===== config.mk =====
export PLATFORM = sky130hd
export DESIGN_NAME = mult_control_unit
export DESIGN_NICKNAME = d
export VERILOG_FILES = /design/src/rtl/mult_control_unit.sv
export SDC_FILE = /design/constraint.sdc
export NUM_CORES = 1
export LEC_CHECK = 0
export ABC_AREA = 1
export BUFFER_PORTS_ARGS = -buffer_cell sky130_fd_sc_hd__buf_2
export CAP_MARGIN = 25
export CORE_AREA = 2 2 39 41
export DETAILED_ROUTE_END_ITERATION = 12
export DIE_AREA = 0 0 41 43
export GPL_TIMING_DRIVEN = 0
export PLACE_DENSITY = 0.58
export SETUP_SLACK_MARGIN = 0.1
export SKIP_CTS_REPAIR_TIMING = 1
export SLEW_MARGIN = 20
export SYNTH_ARGS = -nofsm -noshare
export SYNTH_HDL_FRONTEND = slang
export SYNTH_SLANG_ARGS = --single-unit

===== constraint.sdc =====
create_clock -name Clk -period 2.2 [get_ports Clk]
set_input_delay 0.33 -clock Clk [delete_from_list [all_inputs] [get_ports Clk]]
set_output_delay 0.33 -clock Clk [all_outputs]
set_load 0.005 [all_outputs]

===== src/rtl/mult_control_unit.sv =====
// Sequencing FSM for the shift-add signed multiplier: clears A/X, then runs
// N_BITS add(or subtract)/shift pairs per Run press and holds the result until Run is released.
module mult_control_unit #(
    parameter int N_BITS = 8
) (
    input  logic Clk,
    input  logic Reset,
    input  logic Run,
    input  logic ClearA_LoadB,
    input  logic M,
    output logic Clr_Ld,
    output logic ClearA,
    output logic Add,
    output logic Sub,
    output logic Shift,
    output logic Busy,
    output logic Done
);

    // state | meaning
    // IDLE  | waiting for Run press; ClearA_LoadB drives Clr_Ld
    // CLRA  | clear A and X before the first iteration
    // ADD   | add S into A when M=1 (subtract on the final iteration)
    // SHIFT | arithmetic right shift X:A:B, advance iteration count
    // HOLD  | product valid, wait for Run release
    localparam logic [2:0] S_IDLE  = 3'd0;
    localparam logic [2:0] S_CLRA  = 3'd1;
    localparam logic [2:0] S_ADD   = 3'd2;
    localparam logic [2:0] S_SHIFT = 3'd3;
    localparam logic [2:0] S_HOLD  = 3'd4;

    localparam int CW = (N_BITS > 1) ? $clog2(N_BITS) : 1;
    localparam logic [CW-1:0] CNT_LAST = CW'(N_BITS - 1);

    logic [2:0]    state_q, state_d;
    logic [CW-1:0] cnt_q, cnt_d;
    logic          last_iter;

    assign last_iter = (cnt_q == CNT_LAST);

    always_comb begin
        state_d = state_q;
        cnt_d   = cnt_q;
        case (state_q)
            S_IDLE: begin
                if (!Run) state_d = S_CLRA;
            end
            S_CLRA: begin
                cnt_d   = '0;
                state_d = S_ADD;
            end
            S_ADD: begin
                state_d = S_SHIFT;
            end
            S_SHIFT: begin
                // Exit on the last iteration so cnt never wraps.
                if (last_iter) begin
                    state_d = S_HOLD;
                end else begin
                    cnt_d   = cnt_q + 1'b1;
                    state_d = S_ADD;
                end
            end
            S_HOLD: begin
                if (Run) state_d = S_IDLE;
            end
            default: begin
                state_d = S_IDLE;
                cnt_d   = '0;
            end
        endcase
    end

    always_ff @(posedge Clk) begin
        if (Reset) begin
            state_q <= S_IDLE;
            cnt_q   <= '0;
        end else begin
            state_q <= state_d;
            cnt_q   <= cnt_d;
        end
    end

    always_comb begin
        Clr_Ld = 1'b0;
        ClearA = 1'b0;
        Add    = 1'b0;
        Sub    = 1'b0;
        Shift  = 1'b0;
        Busy   = 1'b0;
        Done   = 1'b0;
        case (state_q)
            S_IDLE:  Clr_Ld = ~ClearA_LoadB;
            S_CLRA: begin
                ClearA = 1'b1;
                Busy   = 1'b1;
            end
            S_ADD: begin
                Busy = 1'b1;
                Add  = M & ~last_iter;
                Sub  = M &  last_iter;
            end
            S_SHIFT: begin
                Shift = 1'b1;
                Busy  = 1'b1;
            end
            S_HOLD:  Done = 1'b1;
            default: ;
        endcase
    end

endmodule

* Word-level counts from Yosys, hierarchy flattened
Index checks and enable logic that the tools add are counted.
Operators by class: add/sub/neg operators 1, equal/unequal tests 8, mux-type cells 13, reduce and logical (&&, ||, !) cells 5, bitwise gates (word level) 5
Operators by type and width (number):
- $pmux W3 S5 | 1
- $mux W3 | 4
- $mux W1 | 7
- $eq A3 B2 Y1 const B | 2
- $eq A3 B3 Y1 const B | 2
- $ne A2 B2 Y1 const B | 3
- $pmux W3 S2 | 1
- $reduce_or A3 Y1 | 2
- $reduce_and A2 Y1 | 2
- $add A3 B1 Y3 const B | 1
- $eq A3 B1 Y1 const B | 1
- $logic_not A3 Y1 | 1
- $not A1 Y1 | 3
- $and A1 B1 Y1 | 2
Word-level totals: output and inout bits 7, flip-flop bits (word level) 6

* Longest topological paths before layout
Gate-level depths: netlist of the first run.
depth after elaboration 4, mapped depth 9

* Worst setup path after synthesis of the first run
No wires, ideal clock.
path kind reg-to-output, start point reg cnt_q[0], end point out Add, cell stages (with the launch flop) 4, setup slack 0.954 ns, arrival time 0.916 ns, path buffers 0, cell sequence dfxtp_1 > ha_1 > ha_1 > nor3b_1
Between the ends: cells in the longest elaborated chain, start to end 4
RTL lines:
- start, declared | line 36 | logic [CW-1:0] cnt_q, cnt_d;
- start signal, assigned | line 80 | cnt_q <= cnt_d;
- $eq A3 B3 Y1 | line 39 | assign last_iter = (cnt_q == CNT_LAST);
- $not A1 Y1 | line 100 | Add = M & ~last_iter;
- $and A1 B1 Y1 | line 100
- $mux W1 | line 92 | case (state_q)
- end, declared | line 13 | output logic Add,
No other way between the ends.

* Final worst setup path of the first run
start point reg state_q[0], end point out Add
Between the ends: cells in the longest elaborated chain, start to end 2
RTL lines:
- start, declared | line 35 | logic [2:0] state_q, state_d;
- start signal, assigned | line 79 | state_q <= state_d;
- $eq A3 B2 Y1 | line 92
- $mux W1 | line 92
No other way between the ends.

==> impl_metrics.ini, run 1 <==
[finish]
sequential_cell_area_um2 = 120
fin_cells = 85
final_nets = 78
antennaDiodeCount = 0
post_route_cells_drive_above_1_share_pct = 30.4
multi_input_comb_area_um2 = 209
area_growth_syn_to_layout_pct = 26.5
nFillCells = 152

[global_route]
grt_pass1_wl_um = 1080
grt_remaining_overflow = 0
global_router_s_overall_resource_usage_pct = 9.67
antenna_violations_before_repair = 0
grt_pass1_vias = 286
grt_max_degree = 10

[synth]
synth_cell_types = 17
postSynthNetCount = 62
postSynthRegisterBits = 6
synth_cells = 55
count_of_synthesis_stage_warnings_from_yosys = 0
netlist_area_um2 = 368
avgSynthCellArea_um2 = 6.69
synth_seq_area_share_pct = 32.7

[power_and_ir_drop]
design_power_total_mw = 0.265
leakage_nw = 0.253
power-per-cell-area_nw_per_um2 = 569
vdd_drop_max_mv = 0.347

[sta]
finClkSkew_ns = 0.000160
grt_setup_unrepaired = false
post-route-worst-setup-slack_ns = 0.560
post-route-period-util_pct = 74.5
finalSetupViolCount = 0
maxSlewViolCount = 0
worst-slew-pin-transition_ns = 0.255
tns_ns = 0
timing.max_slew.rel_slack_pct = 83.0
final_hold_viol_count = 0
final.min_clock_period_ns = 1.64
max_freq_mhz = 610

[critical_path]
r2r_cells = 8
setup.reg_to_reg.worst_slack_ns = 0.89
crit_arrival_ns = 1.31
worst_setup_path_endpoint = Add
critPathLaunchType = flip-flop
r2r_end = cnt_q[1]
worst-path-max-fanout = 6
end_kind = output port
timing.critical_path.required_ns = 1.87
critical_path_class = reg2out
worst_r2r_startpoint = cnt_q[0]
crit_start = state_q[0]

[cts]
cts_root_buffer = clkbuf_4
clock_path_buffers = 2
cts_h_tree_depth = 1
clk-insertion-delay-late_ns = 0.24
cts_buffers = 3
cts_tree = yes
number_of_sinks_driven_by_the_clock_tree = 6
clk_transition_reported_paths_ns = 0.04

[floorplanning]
dieArea_um2 = 1760
top_level_ports = 12
die_h_um = 43
core_area_um2 = 1380
floorplan.initialDensity_pct = 26.6
die_w_um = 41
placementRows = 14

[detailed_routing]
drt-total-wl_um = 735
antenna_left = 0
drt-vias-per-instance = 4.40
initial_drc_count = 3
post_drt_wl_per_cell_um = 8.65
detail_route.drc_violations = 0
vias = 374
detailedRoute.firstPassIterationCount = 2

[placement]
gp_congestion = 0.678
pre_cts_slack_ns = 0.796
count_of_input_and_output_buffers = 11
placed_cells_incl_taps = 82
hpwl_um = 637

[outcome]
status = completed

[min_path]
hp-class = in2reg

[job]
max_cap_violations = 0
==> where the power goes <==
group,switching (mW),internal [mW]
Sequential,0.00517,0.116
Combinational,0.0278,0.0205
Clock,0.0344,0.0613
Total,0.0673,0.197
==> cells in the final DEF (no fill, tap or decap) <==
| cell | n |
|---|---|
| buf_2 | 12 |
| nor2_1 | 12 |
| nand2_1 | 11 |
| inv_1 | 8 |
| dfxtp_1 | 6 |
| a21oi_1 | 3 |
| clkbuf_4 | 3 |
| nor2_4 | 2 |
| nand2_2 | 2 |
| ha_1 | 2 |
| inv_2 | 1 |
| nor3_1 | 1 |
| nor3_2 | 1 |
| nor3b_1 | 1 |
| nor4_1 | 1 |
| o211ai_1 | 1 |
| nand4_1 | 1 |
| nand3_1 | 1 |
==> worst max-delay path, cell delays in order (launching register included) <==
cell and delay, ns:
dfxtp_1 0.37, nor2_1 0.24, nand2_1 0.13, nor3b_1 0.19, buf_2 0.14
==> registers in the layout, summed over array words and instances, names as in the netlist <==
| register | cells |
|---|---|
| state_q | 3 |
| cnt_q | 3 |
==> cell families (layout without fill, tap and decap cells) <==
kind of cell             count (synthesis)  in the layout  share of synthesized area [%]
flip-flops                               6              6                           32.7
AO/OA/AOI/OAI                            4              4                           6.12
buffers and inverters                   10             24                           10.5
AND/OR/NAND/NOR                         33             33                           43.9
adder cells (fa/ha/maj)                  2              2                           6.80
==> stage by stage <==
step	hold WS (ns)	util, %	area [um2]
final	0.302	33.6	465
after global routing	0.298	33.6	465
after CTS	0.296	33.6	465
after detailed placement	0.516	32.0	443
after global placement	0.489	32.0	443
after floorplan	0.399	-	368
==> cells in the mapped netlist (all sizes together) <==
cell type	number	area (um2)
o211ai	1	7.51
nand3	1	5.00
nand2	13	53.8
nor3b	1	7.51
nor3	2	15.0
ha	2	25.0
nor2	14	67.6
nand4	1	6.26
buf	1	5.00
nor4	1	6.26
a21oi	3	15.0
dfxtp	6	120
inv	9	33.8
==> worst min-delay path by stage <==
stage             start         end  slack (ns)  depth (start not counted)
2_1_floorplan     Reset  state_q[1]        0.40                          1
3_3_place_gp   cnt_q[2]    cnt_q[2]        0.49                          2
3_5_place_dp   cnt_q[2]    cnt_q[2]        0.52                          2
4_1_cts           Reset  state_q[1]        0.30                          2
5_1_grt           Reset  state_q[1]        0.30                          2
6_report          Reset  state_q[1]        0.30                          2
==> layout make-up <==
cell class	count	area share, %
Buffer	1	1.08
Timing Repair Buffer	11	11.8
Multi-Input combinational cell	39	44.9
Inverter	9	7.26
Clock buffer	3	4.84
Tap cell	16	4.30
Sequential cell	6	25.8
==> metal layers <==
metal  routed length [um]  track usage [%]  up-vias
li1                     -                -      201
met2                  334             14.1       11
met4                   19             8.00        0
met3                   47             4.71        2
met5                    0                0        -
met1                  333             9.74      160
No activity file was read; power rests on OpenSTA's default activity.
==> run 2, diff against run 1 <==
ABC_AREA = 0   (was 1)
PLACE_DENSITY = 0.59   (was 0.58)
clock period = 1.48 ns   (was 2.2 ns; I/O delays follow)
==> impl_metrics.ini, run 2 <==
[synth]
avgSynthCellArea_um2 = 9.55
postSynth.asyncResetShare_pct = 0
synth_cell_types = 22
postSynthRegisterBits = 6
synth_edf_count = 0
ys_top_cells_by_area = dfxtp_1 33%, ha_1 6.9%, buf_6 6.2%, nor4_1 5.2%, a22o_1 4.8%
yosys.area.top_type = dfxtp_1
post-synth-top-count-cell = dfxtp_1
count_of_synthesis_stage_warnings_from_yosys = 0
synth.top_cell.area_share_pct = 33.1
netlist_area_um2 = 363
synth_seq_area_share_pct = 33.1
postSynthNetCount = 45
synth_cells = 38
commonest_cells_post_synth = 6 x dfxtp_1, 3 x a21oi_1, 3 x nor2_1, 3 x nor4_1
yosys_most_used_dff = dfxtp_1

[global_route]
grt_busiest_layer = met2
grt_util_met2_pct = 14.7
antenna_violations_before_repair = 0
global_router_s_overall_resource_usage_pct = 10.8
grt_max_degree = 11
grt_pass1_wl_um = 1210
groute.layer.met1.usage_pct = 11.9
grt.met3_usage_pct = 4.71
grt_remaining_overflow = 0
grt_pass1_vias = 288

[placement]
pre_cts_slack_ns = -0.00700
hpwl_um = 579
gp_congestion = 0.676
count_of_input_and_output_buffers = 11

[finish]
sequential_cell_area_um2 = 128
area_growth_syn_to_layout_pct = 55.5
nFillCells = 145
post_route_cells_drive_above_1_share_pct = 64.3
mostFrequentLayoutCell = buf_2
antennaDiodeCount = 0
top_regs = cnt_q: 3 flops, state_q: 3 flops
multi_input_comb_area_um2 = 268
final_nets = 65
mostFrequentLayoutCells = 11 x buf_2, 4 x buf_4, 3 x clkbuf_4, 3 x dfxtp_2

[critical_path]
worst-path-max-fanout = 7
r2r_cells = 4
end_kind = output port
r2r_end = cnt_q[0]
timing.critical_path.required_ns = 1.26
worst_r2r_startpoint = cnt_q[1]
critPathLaunchType = flip-flop
setup.reg_to_reg.worst_slack_ns = 0.11
crit_arrival_ns = 1.18
critical_path_class = reg2out

[sta]
maxSlewViolCount = 0
grt_setup_unrepaired = true
worst-slew-pin-transition_ns = 0.376
tns_ns = 0
finalSetupViolCount = 0
whs_ns = 0.183
post-route-worst-setup-slack_ns = 0.0779
finClkSkew_ns = 0.00604
final.min_clock_period_ns = 1.40
max_freq_mhz = 713
post-route-period-util_pct = 94.7
timing.max_slew.rel_slack_pct = 74.7
final_hold_viol_count = 0

[floorplanning]
core_area_um2 = 1380
die_h_um = 43
placementRows = 14
floorplan.initialDensity_pct = 26.2
die_w_um = 41
top_level_ports = 12
dieArea_um2 = 1760

[power_and_ir_drop]
power-per-cell-area_nw_per_um2 = 734
vdd_drop_max_mv = 0.420
design_power_total_mw = 0.414
leakage_nw = 0.250

[detailed_routing]
detail_route.drc_violations = 0
vias = 379
drt-total-wl_um = 946
antenna_left = 0
detailedRoute.firstPassIterationCount = 4
drt-vias-per-instance = 5.26
post_drt_wl_per_cell_um = 13.1
initial_drc_count = 7

[min_path]
min_delay_worst_endpoint = state_q[0]
hold_path_origin = Run
hp-class = in2reg
min_path_cells = 2

[cts]
number_of_sinks_driven_by_the_clock_tree = 6
cts_h_tree_depth = 1
cts_root_buffer = clkbuf_4
clk_transition_reported_paths_ns = 0.05
cts_tree = yes
clock_path_buffers = 2
cts_buffers = 3
clk-insertion-delay-late_ns = 0.25

[job]
max_cap_violations = 0

[outcome]
status = completed
==> run 2: worst max-delay path, cell delays in order (launching register included) <==
cell	delay (ns)
dfxtp_2	0.33
ha_4	0.16
ha_4	0.17
nor3b_2	0.15
buf_2	0.12
==> run 2: worst max path at each step <==
stage               slack (ns)  cells after the start  endpoint     start
finish                    0.08                      4       Sub  cnt_q[1]
global route             0.005                      4       Sub  cnt_q[0]
CTS                      -0.13                      4       Sub  cnt_q[0]
detailed placement      -0.007                      4  cnt_q[0]  cnt_q[0]
global placement          0.04                      4  cnt_q[0]  cnt_q[0]
floorplan                 0.12                      4  cnt_q[0]  cnt_q[0]
==> run 2: kinds of logic after synthesis <==
family                     synth area share (%)
AOI/OAI and AO/OA                          18.6
adders and majority gates                  6.90
buffers and inverters                      8.62
DFF                                        33.1
and+or+nand+nor                            32.8
==> run 2: report_power, final <==
part / leakage, nW / internal (mW) / total, mW / switching, mW
Sequential: 0.0510 / 0.168 / 0.172 / 0.00386
Clock: 0.0138 / 0.0918 / 0.153 / 0.0609
Combinational: 0.185 / 0.0458 / 0.0900 / 0.0442
Total: 0.250 / 0.305 / 0.414 / 0.109
==> run 2: final cells by class <==
cell class | count | area share [%]
timing repair buffer | 15 | 15.1
buffer | 3 | 6.65
clock buffer | 3 | 3.99
sequential | 6 | 22.6
multi-input combinational | 28 | 47.5
inverter | 1 | 0.665
tap | 16 | 3.55
==> run 2: metrics by stage <==
step / area (um2) / utilization, % / std cells
5_1_grt: 564 / 40.8 / 72
3_3_place_gp: 438 / 31.6 / 65
4_1_cts: 460 / 33.3 / 68
2_1_floorplan: 363 / - / 38
6_report: 564 / 40.8 / 72
3_5_place_dp: 438 / 31.6 / 65
==> run 2: layer usage <==
layer / wire length, um / vias to the layer above
met1: 397 / 176
met4: 27 / 0
met5: 0 / -
met3: 68 / 4
li1: - / 181
met2: 452 / 18
==> run 3, diff against run 2 <==
--- a/constraint.sdc
+++ b/constraint.sdc
@@ -3,2 +3,2 @@
 set_output_delay 0.222 -clock Clk [all_outputs]
-set_load 0.005 [all_outputs]
+set_load 0.1 [all_outputs]
==> impl_metrics.ini, run 3 (synthesized netlist as in run 2, its figures left out) <==
[outcome]
status = finished, violations left
failed_checks = setup timing

[critical_path]
r2r_end = cnt_q[0]
setup.reg_to_reg.worst_slack_ns = 0.11
critPathLaunchType = flip-flop
slowest_delay_ns = 0.32
timing.critical_path.required_ns = 1.26
end_kind = output port
crit_arrival_ns = 1.41
worst_path_max_delay_cell = dfxtp_2
r2r_cells = 4
worst-path-max-fanout = 5
worst_r2r_startpoint = cnt_q[0]
critical_path_class = reg2out
crit_path_cell_trace = buf_6 -> nand3b_1 -> nor3b_4 -> buf_12

[floorplanning]
die_h_um = 43
placementRows = 14
floorplan.initialDensity_pct = 26.2
core_area_um2 = 1380
dieArea_um2 = 1760
die_w_um = 41
top_level_ports = 12

[detailed_routing]
drt-total-wl_um = 876
initial_drc_count = 4
antenna_left = 0
detail_route.drc_violations = 0
detailedRoute.firstPassIterationCount = 4
drt-vias-per-instance = 5.24
vias = 388
post_drt_wl_per_cell_um = 11.8

[finish]
finalCoreUtilization_pct = 51.7
post_route_cells_drive_above_1_share_pct = 75.9
top_regs = cnt_q: 3 flops, state_q: 3 flops
final_nets = 67
fin_cells = 74
mostFrequentLayoutCells = 5 x buf_12, 5 x buf_2, 5 x buf_4
antennaDiodeCount = 0
final_std_cell_area_no_fill_um2 = 716
nFillCells = 123
area_growth_syn_to_layout_pct = 97.2

[job]
max_cap_violations = 0

[global_route]
grt_remaining_overflow = 0
grt_pass1_wl_um = 1160
global_router_s_overall_resource_usage_pct = 9.89
grt_pass1_vias = 280
antenna_violations_before_repair = 0
grt_max_degree = 11

[power_and_ir_drop]
leakage_nw = 0.276
power-per-cell-area_nw_per_um2 = 731
vdd_drop_max_mv = 0.494
design_power_total_mw = 0.523

[sta]
final_hold_viol_count = 0
worst-slew-pin-transition_ns = 0.272
final.min_clock_period_ns = 1.64
finalSetupViolCount = 3
max_freq_mhz = 611
post-route-worst-setup-slack_ns = -0.156
whs_ns = 0.172
finClkSkew_ns = 0.00701
tns_ns = -0.282
post-route-period-util_pct = 111
maxSlewViolCount = 0
grt_setup_unrepaired = true
timing.max_slew.rel_slack_pct = 81.7

[cts]
cts_buffers = 3
cts_h_tree_depth = 1
number_of_sinks_driven_by_the_clock_tree = 6
clk-insertion-delay-late_ns = 0.24
clock_path_buffers = 2
cts_root_buffer = clkbuf_4
cts_tree = yes
clk_transition_reported_paths_ns = 0.05

[placement]
placed_cells_incl_taps = 65
count_of_input_and_output_buffers = 11
area_post_placement_um2 = 541
gp_congestion = 0.664
hpwl_um = 572
pre_cts_slack_ns = -0.116

[min_path]
min_path_cells = 2
min_delay_worst_endpoint = state_q[0]
hp-class = in2reg
hold_path_origin = Run
run 3: area by class of cell:
| type | count | area [um2] | area share (%) |
|---|---|---|---|
| buffer | 3 | 46.3 | 6.47 |
| clock buffer | 3 | 22.5 | 3.15 |
| inverter | 1 | 3.75 | 0.524 |
| multi-input combinational | 28 | 315 | 44.1 |
| sequential | 6 | 131 | 18.4 |
| tap | 16 | 20.0 | 2.80 |
| timing repair buffer | 17 | 176 | 24.7 |
run 3: worst max path at each step:
stage	slack (ns)	cells past startpoint	start	end
floorplan	-0.29	2	state_q[1]	Clr_Ld
global placement	-0.12	4	state_q[1]	Done
detailed placement	-0.12	4	state_q[1]	Done
CTS	-0.38	4	state_q[1]	Done
global route	-0.21	4	state_q[0]	Sub
finish	-0.16	4	state_q[0]	Sub
run 3: layer usage:
layer / wire length [um] / up-vias / global-route usage (%)
li1: - / 190 / -
met2: 519 / 11 / 14.4
met3: 46 / 2 / 4.71
met4: 4 / 0 / 4.00
met1: 306 / 185 / 12.1
met5: 0 / - / 0
run 3: worst max-delay path, delay by kind of cell, from the launching register on:
kind | cells | cell delay [ns]
flops | 1 | 0.32
buf+inv | 2 | 0.32
simple gates | 2 | 0.53
run 3: power by group:
group	leakage, nW	switching (mW)	internal (mW)
logic	0.211	0.130	0.0783
clock network	0.0138	0.0528	0.0913
registers	0.0516	0.00445	0.166
total	0.276	0.187	0.336
